==> src/rtl/idex_if.sv <==
// ID/EX register bus: decode-side inputs and execute-side outputs.
// The hazard controls travel with the bus they act on.
interface idex_if #(
    parameter int DATA_W     = 8,
    parameter int REG_ADDR_W = 3,
    parameter int ALUOP_W    = 3,
    parameter int CNT_W      = 8
);
    logic                  Stall_IDEX;
    logic                  Flush_IDEX;
    logic                  Valid_IFID;
    logic [DATA_W-1:0]     PCPlus1_IFID;
    logic [DATA_W-1:0]     ReadData1_ID;
    logic [DATA_W-1:0]     ReadData2_ID;
    logic [DATA_W-1:0]     Imm_ID;
    logic [REG_ADDR_W-1:0] Rs_ID;
    logic [REG_ADDR_W-1:0] Rt_ID;
    logic [REG_ADDR_W-1:0] Rd_ID;
    logic                  RegWrite_ID;
    logic                  MemRead_ID;
    logic                  MemWrite_ID;
    logic                  Link_ID;
    logic                  Slt_ID;
    logic                  Sgt_ID;
    logic [ALUOP_W-1:0]    ALUOp_ID;

    logic [DATA_W-1:0]     PCPlus1_IDEX;
    logic [DATA_W-1:0]     ReadData1_IDEX;
    logic [DATA_W-1:0]     ReadData2_IDEX;
    logic [DATA_W-1:0]     Imm_IDEX;
    logic [REG_ADDR_W-1:0] Rs_IDEX;
    logic [REG_ADDR_W-1:0] Rt_IDEX;
    logic [REG_ADDR_W-1:0] Rd_IDEX;
    logic                  RegWrite_IDEX;
    logic                  MemRead_IDEX;
    logic                  MemWrite_IDEX;
    logic                  Link_IDEX;
    logic                  Slt_IDEX;
    logic                  Sgt_IDEX;
    logic [ALUOP_W-1:0]    ALUOp_IDEX;
    logic                  lessthan_IDEX;
    logic                  greaterthan_IDEX;
    logic                  Valid_IDEX;
    logic                  SelConflict_IDEX;
    logic [CNT_W-1:0]      BubbleCount;

    modport master (
        output Stall_IDEX, Flush_IDEX, Valid_IFID, PCPlus1_IFID,
        output ReadData1_ID, ReadData2_ID, Imm_ID, Rs_ID, Rt_ID, Rd_ID,
        output RegWrite_ID, MemRead_ID, MemWrite_ID,
        output Link_ID, Slt_ID, Sgt_ID, ALUOp_ID,
        input  PCPlus1_IDEX, ReadData1_IDEX, ReadData2_IDEX, Imm_IDEX,
        input  Rs_IDEX, Rt_IDEX, Rd_IDEX,
        input  RegWrite_IDEX, MemRead_IDEX, MemWrite_IDEX,
        input  Link_IDEX, Slt_IDEX, Sgt_IDEX, ALUOp_IDEX,
        input  lessthan_IDEX, greaterthan_IDEX, Valid_IDEX,
        input  SelConflict_IDEX, BubbleCount
    );

    modport slave (
        input  Stall_IDEX, Flush_IDEX, Valid_IFID, PCPlus1_IFID,
        input  ReadData1_ID, ReadData2_ID, Imm_ID, Rs_ID, Rt_ID, Rd_ID,
        input  RegWrite_ID, MemRead_ID, MemWrite_ID,
        input  Link_ID, Slt_ID, Sgt_ID, ALUOp_ID,
        output PCPlus1_IDEX, ReadData1_IDEX, ReadData2_IDEX, Imm_IDEX,
        output Rs_IDEX, Rt_IDEX, Rd_IDEX,
        output RegWrite_IDEX, MemRead_IDEX, MemWrite_IDEX,
        output Link_IDEX, Slt_IDEX, Sgt_IDEX, ALUOp_IDEX,
        output lessthan_IDEX, greaterthan_IDEX, Valid_IDEX,
        output SelConflict_IDEX, BubbleCount
    );
endinterface

==> src/rtl/idex_stage_reg.sv <==
// ID/EX pipeline register with decode-side operand compare,
// stall/flush control and a saturating bubble counter.
module idex_stage_reg #(
    parameter int DATA_W     = 8,
    parameter int REG_ADDR_W = 3,
    parameter int ALUOP_W    = 3,
    parameter int SIGNED_CMP = 1,
    parameter int CNT_W      = 8
) (
    input logic clk,
    input logic rst_n,
    idex_if.slave bus
);

    typedef struct packed {
        logic [DATA_W-1:0]     pc;
        logic [DATA_W-1:0]     rd1;
        logic [DATA_W-1:0]     rd2;
        logic [DATA_W-1:0]     imm;
        logic [REG_ADDR_W-1:0] rs;
        logic [REG_ADDR_W-1:0] rt;
        logic [REG_ADDR_W-1:0] rd;
        logic                  reg_write;
        logic                  mem_read;
        logic                  mem_write;
        logic                  link;
        logic                  slt;
        logic                  sgt;
        logic [ALUOP_W-1:0]    alu_op;
        logic                  lt;
        logic                  gt;
        logic                  valid;
        logic                  sel_conflict;
    } idex_t;

    idex_t            idex_q, idex_d;
    logic [CNT_W-1:0] cnt_q, cnt_d;

    logic             lt_id, gt_id, conflict_id;
    logic [1:0]       sel_sum;
    logic             bubble;

    // Operand compare on the decode-stage values
    always_comb begin
        lt_id = 1'b0;
        gt_id = 1'b0;
        if (SIGNED_CMP != 0) begin
            lt_id = $signed(bus.ReadData1_ID) < $signed(bus.ReadData2_ID);
            gt_id = $signed(bus.ReadData1_ID) > $signed(bus.ReadData2_ID);
        end else begin
            lt_id = bus.ReadData1_ID < bus.ReadData2_ID;
            gt_id = bus.ReadData1_ID > bus.ReadData2_ID;
        end
    end

    // More than one forwarded-result source selected at once
    always_comb begin
        sel_sum = {1'b0, bus.Link_ID} + {1'b0, bus.Slt_ID}
                + {1'b0, bus.Sgt_ID};
        conflict_id = bus.Valid_IFID && (sel_sum > 2'd1);
    end

    // Next state: flush beats stall beats load
    always_comb begin
        idex_d = idex_q;
        cnt_d  = cnt_q;
        bubble = 1'b0;
        if (bus.Flush_IDEX) begin
            idex_d = '0;
            bubble = 1'b1;
        end else if (!bus.Stall_IDEX) begin
            idex_d.pc           = bus.PCPlus1_IFID;
            idex_d.rd1          = bus.ReadData1_ID;
            idex_d.rd2          = bus.ReadData2_ID;
            idex_d.imm          = bus.Imm_ID;
            idex_d.rs           = bus.Rs_ID;
            idex_d.rt           = bus.Rt_ID;
            idex_d.rd           = bus.Rd_ID;
            idex_d.alu_op       = bus.ALUOp_ID;
            idex_d.lt           = lt_id;
            idex_d.gt           = gt_id;
            idex_d.valid        = bus.Valid_IFID;
            idex_d.sel_conflict = conflict_id;
            idex_d.reg_write    = bus.Valid_IFID & bus.RegWrite_ID;
            idex_d.mem_read     = bus.Valid_IFID & bus.MemRead_ID;
            idex_d.mem_write    = bus.Valid_IFID & bus.MemWrite_ID;
            idex_d.link         = bus.Valid_IFID & bus.Link_ID;
            idex_d.slt          = bus.Valid_IFID & bus.Slt_ID;
            idex_d.sgt          = bus.Valid_IFID & bus.Sgt_ID;
            bubble              = !bus.Valid_IFID;
        end
        if (bubble && !(&cnt_q)) begin
            cnt_d = cnt_q + CNT_W'(1);
        end
    end

    // Pipeline register and bubble counter
    always_ff @(posedge clk or negedge rst_n) begin
        if (!rst_n) begin
            idex_q <= '0;
            cnt_q  <= '0;
        end else begin
            idex_q <= idex_d;
            cnt_q  <= cnt_d;
        end
    end

    assign bus.PCPlus1_IDEX     = idex_q.pc;
    assign bus.ReadData1_IDEX   = idex_q.rd1;
    assign bus.ReadData2_IDEX   = idex_q.rd2;
    assign bus.Imm_IDEX         = idex_q.imm;
    assign bus.Rs_IDEX          = idex_q.rs;
    assign bus.Rt_IDEX          = idex_q.rt;
    assign bus.Rd_IDEX          = idex_q.rd;
    assign bus.RegWrite_IDEX    = idex_q.reg_write;
    assign bus.MemRead_IDEX     = idex_q.mem_read;
    assign bus.MemWrite_IDEX    = idex_q.mem_write;
    assign bus.Link_IDEX        = idex_q.link;
    assign bus.Slt_IDEX         = idex_q.slt;
    assign bus.Sgt_IDEX         = idex_q.sgt;
    assign bus.ALUOp_IDEX       = idex_q.alu_op;
    assign bus.lessthan_IDEX    = idex_q.lt;
    assign bus.greaterthan_IDEX = idex_q.gt;
    assign bus.Valid_IDEX       = idex_q.valid;
    assign bus.SelConflict_IDEX = idex_q.sel_conflict;
    assign bus.BubbleCount      = cnt_q;

endmodule

==> src/flat_wrapper.sv <==
// flat-port wrapper written by rule: the top's interface ports become plain ports
module idex_stage_reg_flat 
#(
    parameter int DATA_W     = 8,
    parameter int REG_ADDR_W = 3,
    parameter int ALUOP_W    = 3,
    parameter int SIGNED_CMP = 1,
    parameter int CNT_W      = 8
)
  (clk, rst_n, bus_Stall_IDEX, bus_Flush_IDEX, bus_Valid_IFID, bus_PCPlus1_IFID, bus_ReadData1_ID, bus_ReadData2_ID, bus_Imm_ID, bus_Rs_ID, bus_Rt_ID, bus_Rd_ID, bus_RegWrite_ID, bus_MemRead_ID, bus_MemWrite_ID, bus_Link_ID, bus_Slt_ID, bus_Sgt_ID, bus_ALUOp_ID, bus_PCPlus1_IDEX, bus_ReadData1_IDEX, bus_ReadData2_IDEX, bus_Imm_IDEX, bus_Rs_IDEX, bus_Rt_IDEX, bus_Rd_IDEX, bus_RegWrite_IDEX, bus_MemRead_IDEX, bus_MemWrite_IDEX, bus_Link_IDEX, bus_Slt_IDEX, bus_Sgt_IDEX, bus_ALUOp_IDEX, bus_lessthan_IDEX, bus_greaterthan_IDEX, bus_Valid_IDEX, bus_SelConflict_IDEX, bus_BubbleCount);
  idex_if #(.DATA_W(DATA_W), .REG_ADDR_W(REG_ADDR_W), .ALUOP_W(ALUOP_W), .CNT_W(CNT_W)) bus_i ();
  input logic clk;
  input logic rst_n;
  input wire logic [$bits(bus_i.Stall_IDEX)-1:0] bus_Stall_IDEX;
  input wire logic [$bits(bus_i.Flush_IDEX)-1:0] bus_Flush_IDEX;
  input wire logic [$bits(bus_i.Valid_IFID)-1:0] bus_Valid_IFID;
  input wire logic [$bits(bus_i.PCPlus1_IFID)-1:0] bus_PCPlus1_IFID;
  input wire logic [$bits(bus_i.ReadData1_ID)-1:0] bus_ReadData1_ID;
  input wire logic [$bits(bus_i.ReadData2_ID)-1:0] bus_ReadData2_ID;
  input wire logic [$bits(bus_i.Imm_ID)-1:0] bus_Imm_ID;
  input wire logic [$bits(bus_i.Rs_ID)-1:0] bus_Rs_ID;
  input wire logic [$bits(bus_i.Rt_ID)-1:0] bus_Rt_ID;
  input wire logic [$bits(bus_i.Rd_ID)-1:0] bus_Rd_ID;
  input wire logic [$bits(bus_i.RegWrite_ID)-1:0] bus_RegWrite_ID;
  input wire logic [$bits(bus_i.MemRead_ID)-1:0] bus_MemRead_ID;
  input wire logic [$bits(bus_i.MemWrite_ID)-1:0] bus_MemWrite_ID;
  input wire logic [$bits(bus_i.Link_ID)-1:0] bus_Link_ID;
  input wire logic [$bits(bus_i.Slt_ID)-1:0] bus_Slt_ID;
  input wire logic [$bits(bus_i.Sgt_ID)-1:0] bus_Sgt_ID;
  input wire logic [$bits(bus_i.ALUOp_ID)-1:0] bus_ALUOp_ID;
  output wire logic [$bits(bus_i.PCPlus1_IDEX)-1:0] bus_PCPlus1_IDEX;
  output wire logic [$bits(bus_i.ReadData1_IDEX)-1:0] bus_ReadData1_IDEX;
  output wire logic [$bits(bus_i.ReadData2_IDEX)-1:0] bus_ReadData2_IDEX;
  output wire logic [$bits(bus_i.Imm_IDEX)-1:0] bus_Imm_IDEX;
  output wire logic [$bits(bus_i.Rs_IDEX)-1:0] bus_Rs_IDEX;
  output wire logic [$bits(bus_i.Rt_IDEX)-1:0] bus_Rt_IDEX;
  output wire logic [$bits(bus_i.Rd_IDEX)-1:0] bus_Rd_IDEX;
  output wire logic [$bits(bus_i.RegWrite_IDEX)-1:0] bus_RegWrite_IDEX;
  output wire logic [$bits(bus_i.MemRead_IDEX)-1:0] bus_MemRead_IDEX;
  output wire logic [$bits(bus_i.MemWrite_IDEX)-1:0] bus_MemWrite_IDEX;
  output wire logic [$bits(bus_i.Link_IDEX)-1:0] bus_Link_IDEX;
  output wire logic [$bits(bus_i.Slt_IDEX)-1:0] bus_Slt_IDEX;
  output wire logic [$bits(bus_i.Sgt_IDEX)-1:0] bus_Sgt_IDEX;
  output wire logic [$bits(bus_i.ALUOp_IDEX)-1:0] bus_ALUOp_IDEX;
  output wire logic [$bits(bus_i.lessthan_IDEX)-1:0] bus_lessthan_IDEX;
  output wire logic [$bits(bus_i.greaterthan_IDEX)-1:0] bus_greaterthan_IDEX;
  output wire logic [$bits(bus_i.Valid_IDEX)-1:0] bus_Valid_IDEX;
  output wire logic [$bits(bus_i.SelConflict_IDEX)-1:0] bus_SelConflict_IDEX;
  output wire logic [$bits(bus_i.BubbleCount)-1:0] bus_BubbleCount;
  assign bus_i.Stall_IDEX = bus_Stall_IDEX;
  assign bus_i.Flush_IDEX = bus_Flush_IDEX;
  assign bus_i.Valid_IFID = bus_Valid_IFID;
  assign bus_i.PCPlus1_IFID = bus_PCPlus1_IFID;
  assign bus_i.ReadData1_ID = bus_ReadData1_ID;
  assign bus_i.ReadData2_ID = bus_ReadData2_ID;
  assign bus_i.Imm_ID = bus_Imm_ID;
  assign bus_i.Rs_ID = bus_Rs_ID;
  assign bus_i.Rt_ID = bus_Rt_ID;
  assign bus_i.Rd_ID = bus_Rd_ID;
  assign bus_i.RegWrite_ID = bus_RegWrite_ID;
  assign bus_i.MemRead_ID = bus_MemRead_ID;
  assign bus_i.MemWrite_ID = bus_MemWrite_ID;
  assign bus_i.Link_ID = bus_Link_ID;
  assign bus_i.Slt_ID = bus_Slt_ID;
  assign bus_i.Sgt_ID = bus_Sgt_ID;
  assign bus_i.ALUOp_ID = bus_ALUOp_ID;
  assign bus_PCPlus1_IDEX = bus_i.PCPlus1_IDEX;
  assign bus_ReadData1_IDEX = bus_i.ReadData1_IDEX;
  assign bus_ReadData2_IDEX = bus_i.ReadData2_IDEX;
  assign bus_Imm_IDEX = bus_i.Imm_IDEX;
  assign bus_Rs_IDEX = bus_i.Rs_IDEX;
  assign bus_Rt_IDEX = bus_i.Rt_IDEX;
  assign bus_Rd_IDEX = bus_i.Rd_IDEX;
  assign bus_RegWrite_IDEX = bus_i.RegWrite_IDEX;
  assign bus_MemRead_IDEX = bus_i.MemRead_IDEX;
  assign bus_MemWrite_IDEX = bus_i.MemWrite_IDEX;
  assign bus_Link_IDEX = bus_i.Link_IDEX;
  assign bus_Slt_IDEX = bus_i.Slt_IDEX;
  assign bus_Sgt_IDEX = bus_i.Sgt_IDEX;
  assign bus_ALUOp_IDEX = bus_i.ALUOp_IDEX;
  assign bus_lessthan_IDEX = bus_i.lessthan_IDEX;
  assign bus_greaterthan_IDEX = bus_i.greaterthan_IDEX;
  assign bus_Valid_IDEX = bus_i.Valid_IDEX;
  assign bus_SelConflict_IDEX = bus_i.SelConflict_IDEX;
  assign bus_BubbleCount = bus_i.BubbleCount;
  idex_stage_reg #(.DATA_W(DATA_W), .REG_ADDR_W(REG_ADDR_W), .ALUOP_W(ALUOP_W), .SIGNED_CMP(SIGNED_CMP), .CNT_W(CNT_W)) u_core (.clk(clk), .rst_n(rst_n), .bus(bus_i));
endmodule
==> config.mk <==
export PLATFORM = sky130hd
export DESIGN_NAME = idex_stage_reg_flat
export DESIGN_NICKNAME = d
export VERILOG_FILES = /design/src/rtl/idex_if.sv /design/src/rtl/idex_stage_reg.sv /design/src/flat_wrapper.sv
export SDC_FILE = /design/constraint.sdc
export NUM_CORES = 1
export LEC_CHECK = 0
export BUFFER_PORTS_ARGS = -buffer_cell sky130_fd_sc_hd__buf_4
export CORE_MARGIN = 2
export CORE_UTILIZATION = 38
export CTS_CLUSTER_DIAMETER = 60
export DETAILED_ROUTE_END_ITERATION = 12
export GPL_ROUTABILITY_DRIVEN = 0
export PLACE_DENSITY_LB_ADDON = 0.2
export SLEW_MARGIN = 40
export SYNTH_ARGS = -nofsm -noshare
export SYNTH_HDL_FRONTEND = slang
export SYNTH_SLANG_ARGS = --single-unit
export TNS_END_PERCENT = 20
==> constraint.sdc <==
create_clock -name clk -period 1.8 [get_ports clk]
set_input_delay 0.18 -clock clk [delete_from_list [all_inputs] [get_ports clk]]
set_output_delay 0.18 -clock clk [all_outputs]
set_load 0.01 [all_outputs]
==> impl_metrics.env <==
export IMPL_syn_to_final_growth_pct=41.6
export IMPL_grt_start_max_net_pins=63
export IMPL_slew_violations=0
export IMPL_critPathRequiredTime_ns=2.01
export IMPL_groute_layer_met3_usage_pct=3.77
export IMPL_post_route_min_period_ns=1.52
export IMPL_grt_overflow_total=0
export IMPL_netlist_area_leader_share_pct=55.2
export IMPL_cts_made_buffers=9
export IMPL_wl_per_cell_um=13.7
export IMPL_tritoncts_num_sinks=62
export IMPL_final_layout_setup_total_negative_slack_ns=0
export IMPL_grt_busiest_layer="met2"
export IMPL_worst_setup_path_start_kind="register"
export IMPL_ctsHoldBuffers=1
export IMPL_placement_cell_area_um2=3770
export IMPL_die_width_um=90.0
export IMPL_insertedDiodeCount=0
export IMPL_final_net_count=439
export IMPL_mapped_avg_cell_area_um2=10.9
export IMPL_track_usage_pct=17.0
export IMPL_clock_tree_htree_level_count=3
export IMPL_slew_headroom_pct=63.3
export IMPL_clock_tree_buffer_depth=2
export IMPL_chipHeight_um=90.0
export IMPL_timing_hold_violations_final=0
export IMPL_ys_top_cells_by_area="sky130_fd_sc_hd__dfrtp_1 (55%), sky130_fd_sc_hd__mux2i_1 (16%), sky130_fd_sc_hd__nor2_1 (8.4%)"
export IMPL_ir_drop_mv=0.800
export IMPL_vias_per_cell=4.59
export IMPL_highest_attainable_clock_frequency_mhz=657
export IMPL_design_core_area_um2=7210
export IMPL_synthDominantAreaCellType="sky130_fd_sc_hd__dfrtp_1"
export IMPL_via_count_of_the_first_global_routing_pass=2280
export IMPL_finalClockSkew_ns=0.00262
export IMPL_grt_first_pass_wirelength_um=11100
export IMPL_ctsRootBufferMaster="sky130_fd_sc_hd__clkbuf_8"
export IMPL_hold_path_class="primary input to register"
export IMPL_place_worst_setup_slack_ns=0.182
export IMPL_status="complete, no violations"
export IMPL_start_util_pct=39.0
export IMPL_grt_antenna_before_repair=0
export IMPL_worst_ep_arrival_time_ns=1.73
export IMPL_post_cts_resized=0
export IMPL_detailedRoute_firstIterationViolations=78
export IMPL_mappedNetlistArea_um2=2810
export IMPL_worst_pin_slew_ns=0.551
export IMPL_rsz_0062_raised_after_global_routing="false"
export IMPL_groute_layer_met2_usage_pct=28.1
export IMPL_synth_fp_nets=322
export IMPL_drt_pass1_iter_count=4
export IMPL_groute_layer_met1_usage_pct=21.9
export IMPL_min_period_over_period_pct=84.6
export IMPL_fin_area_um2=3980
export IMPL_synth_ff_latch_count=62
export IMPL_timing_final_ws_setup_ns=0.277
export IMPL_placement_rows=31
export IMPL_synth_lib_cells_used_distinct=27
export IMPL_cts_clk_slew_worst_paths_ns=0.07
export IMPL_yosysSeqAreaShare_pct=55.2
export IMPL_drive_gt1_share_pct=36.4
export IMPL_io_buffer_count=116
export IMPL_timing_final_setup_violations=0
export IMPL_design_die_area_um2=8100
export IMPL_antenna_left=0
export IMPL_place_hpwl_um=4570
export IMPL_post_cts_setup_buffer_count=0
export IMPL_power_static_leakage_uw=0.00216
export IMPL_ys_warn_count=0
export IMPL_max_cap_viols=0
export IMPL_postSynthCellCount=257
export IMPL_cts_tree="yes"
export IMPL_insertion_delay_to_the_later_sink_of_the_worst_skew_pair_ns=0.32
export IMPL_vias=2195
export IMPL_totalWireLength_um=6550
export IMPL_worst_setup_path_type="register to register"
export IMPL_powerDensity_nw_per_um2=924
export IMPL_critPathCaptureType="register"
export IMPL_route_detailed_drc=0
export IMPL_io_pin_count=117
export IMPL_timing_critical_path_fanout_max=8
-- logic make-up (layout without fill, tap and decap cells) --
logic type | count (synthesis) | in the layout | synth area share, %
xor gates and xnor gates | 7 | 7 | 2.18
muxes | 46 | 46 | 16.4
AOI/OAI and AO/OA | 17 | 17 | 4.76
adders and majority gates | 10 | 10 | 4.45
DFF | 62 | 62 | 55.2
and+or+nand+nor | 89 | 89 | 13.2
buffers and inverters | 26 | 148 | 3.78
-- synthesized netlist by cell type (all sizes together) --
library cell and number:
nor2 63, dfrtp 62, mux2i 45, inv 12
a21oi 11, buf 10, ha 10, nand2 9
nand3 6, xor2 6, nor3 5, clkbuf 4
nand2b 2, a2111oi 1, a211oi 1, and2b 1
mux2 1, nand3b 1, nand4 1, nor3b 1
o211ai 1, o21a 1, o22ai 1, o41ai 1
xnor2 1
-- cell usage in the layout, fill, tap and decap left out, types with 2 or more instances in the layout --
| cell type | count |
|---|---|
| sky130_fd_sc_hd__a21oi_1 | 11 |
| sky130_fd_sc_hd__buf_4 | 118 |
| sky130_fd_sc_hd__clkbuf_8 | 11 |
| sky130_fd_sc_hd__clkinv_2 | 3 |
| sky130_fd_sc_hd__dfrtp_1 | 62 |
| sky130_fd_sc_hd__ha_1 | 10 |
| sky130_fd_sc_hd__inv_1 | 12 |
| sky130_fd_sc_hd__mux2i_1 | 45 |
| sky130_fd_sc_hd__nand2_1 | 9 |
| sky130_fd_sc_hd__nand2b_1 | 2 |
| sky130_fd_sc_hd__nand3_1 | 5 |
| sky130_fd_sc_hd__nor2_1 | 63 |
| sky130_fd_sc_hd__nor3_1 | 5 |
| sky130_fd_sc_hd__xor2_1 | 6 |
-- worst max-delay path: stages, from the launching register on --
cell and delay (ns):
sky130_fd_sc_hd__dfrtp_1 0.41, sky130_fd_sc_hd__ha_1 0.23, sky130_fd_sc_hd__nand3_1 0.11, sky130_fd_sc_hd__o22ai_2 0.30, sky130_fd_sc_hd__mux2_1 0.36
-- metrics by stage --
| step | total power [uW] | utilization [%] | cells | hold WS, ns |
|---|---|---|---|---|
| final | 3680 | 55.2 | 478 | 0.0810 |
| after global routing | 3890 | 55.2 | 478 | 0.0857 |
| after CTS | 3730 | 55.1 | 478 | 0.0740 |
| after detailed placement | 2490 | 52.2 | 461 | 0.323 |
| after global placement | 2460 | 52.2 | 461 | 0.327 |
| after floorplan | 2060 | - | 257 | -0.116 |
-- sequential cells by signal (all words and copies together) (netlist names), 8 cells and up --
signal,flops
u_core.bus.ReadData1_IDEX,8
u_core.bus.PCPlus1_IDEX,8
u_core.bus.ReadData2_IDEX,8
u_core.bus.Imm_IDEX,8
u_core.bus.BubbleCount,8
-- layout make-up --
| class | count | area, um^2 |
|---|---|---|
| timing repair buffer | 120 | 907 |
| multi-input combinational | 169 | 1150 |
| tap | 99 | 124 |
| clock inverter | 4 | 45.0 |
| sequential | 62 | 1550 |
| fill | 694 | 3230 |
| inverter | 12 | 45.0 |
| clock buffer | 12 | 155 |
-- power by group --
part	total, uW	leakage (uW)	switching [uW]	internal [uW]
Clock	1230	0.000106	518	709
Sequential	1680	0.000818	143	1530
Combinational	774	0.00124	365	409
Total	3680	0.00216	1030	2650
-- per-layer routing --
layer  up-vias  part of all wire [%]
li1       1088                     -
met1      1044                    45
met2        54                    49
met3         9                   4.4
met4         0                   1.5
met5         -                     0
-- path summary, 6_finish.rpt --
kind | end | startpoint | slack [ns] | depth (start not counted)
worst max-delay path | u_core.bus.BubbleCount[1] | u_core.bus.BubbleCount[0] | 0.28 | 4
worst min-delay path | u_core.bus.PCPlus1_IDEX[7] | bus_PCPlus1_IFID[7] | 0.08 | 3
worst max register to register | u_core.bus.BubbleCount[1] | u_core.bus.BubbleCount[0] | 0.28 | 4
worst min register to register | u_core.bus.BubbleCount[6] | u_core.bus.BubbleCount[6] | 0.50 | 1
max in group asynchronous | u_core.bus.Rs_IDEX[0] | rst_n | 1.02 | 2
min in group asynchronous | u_core.bus.Imm_IDEX[4] | rst_n | 0.38 | 2
No activity file was read; power rests on OpenSTA's default activity.
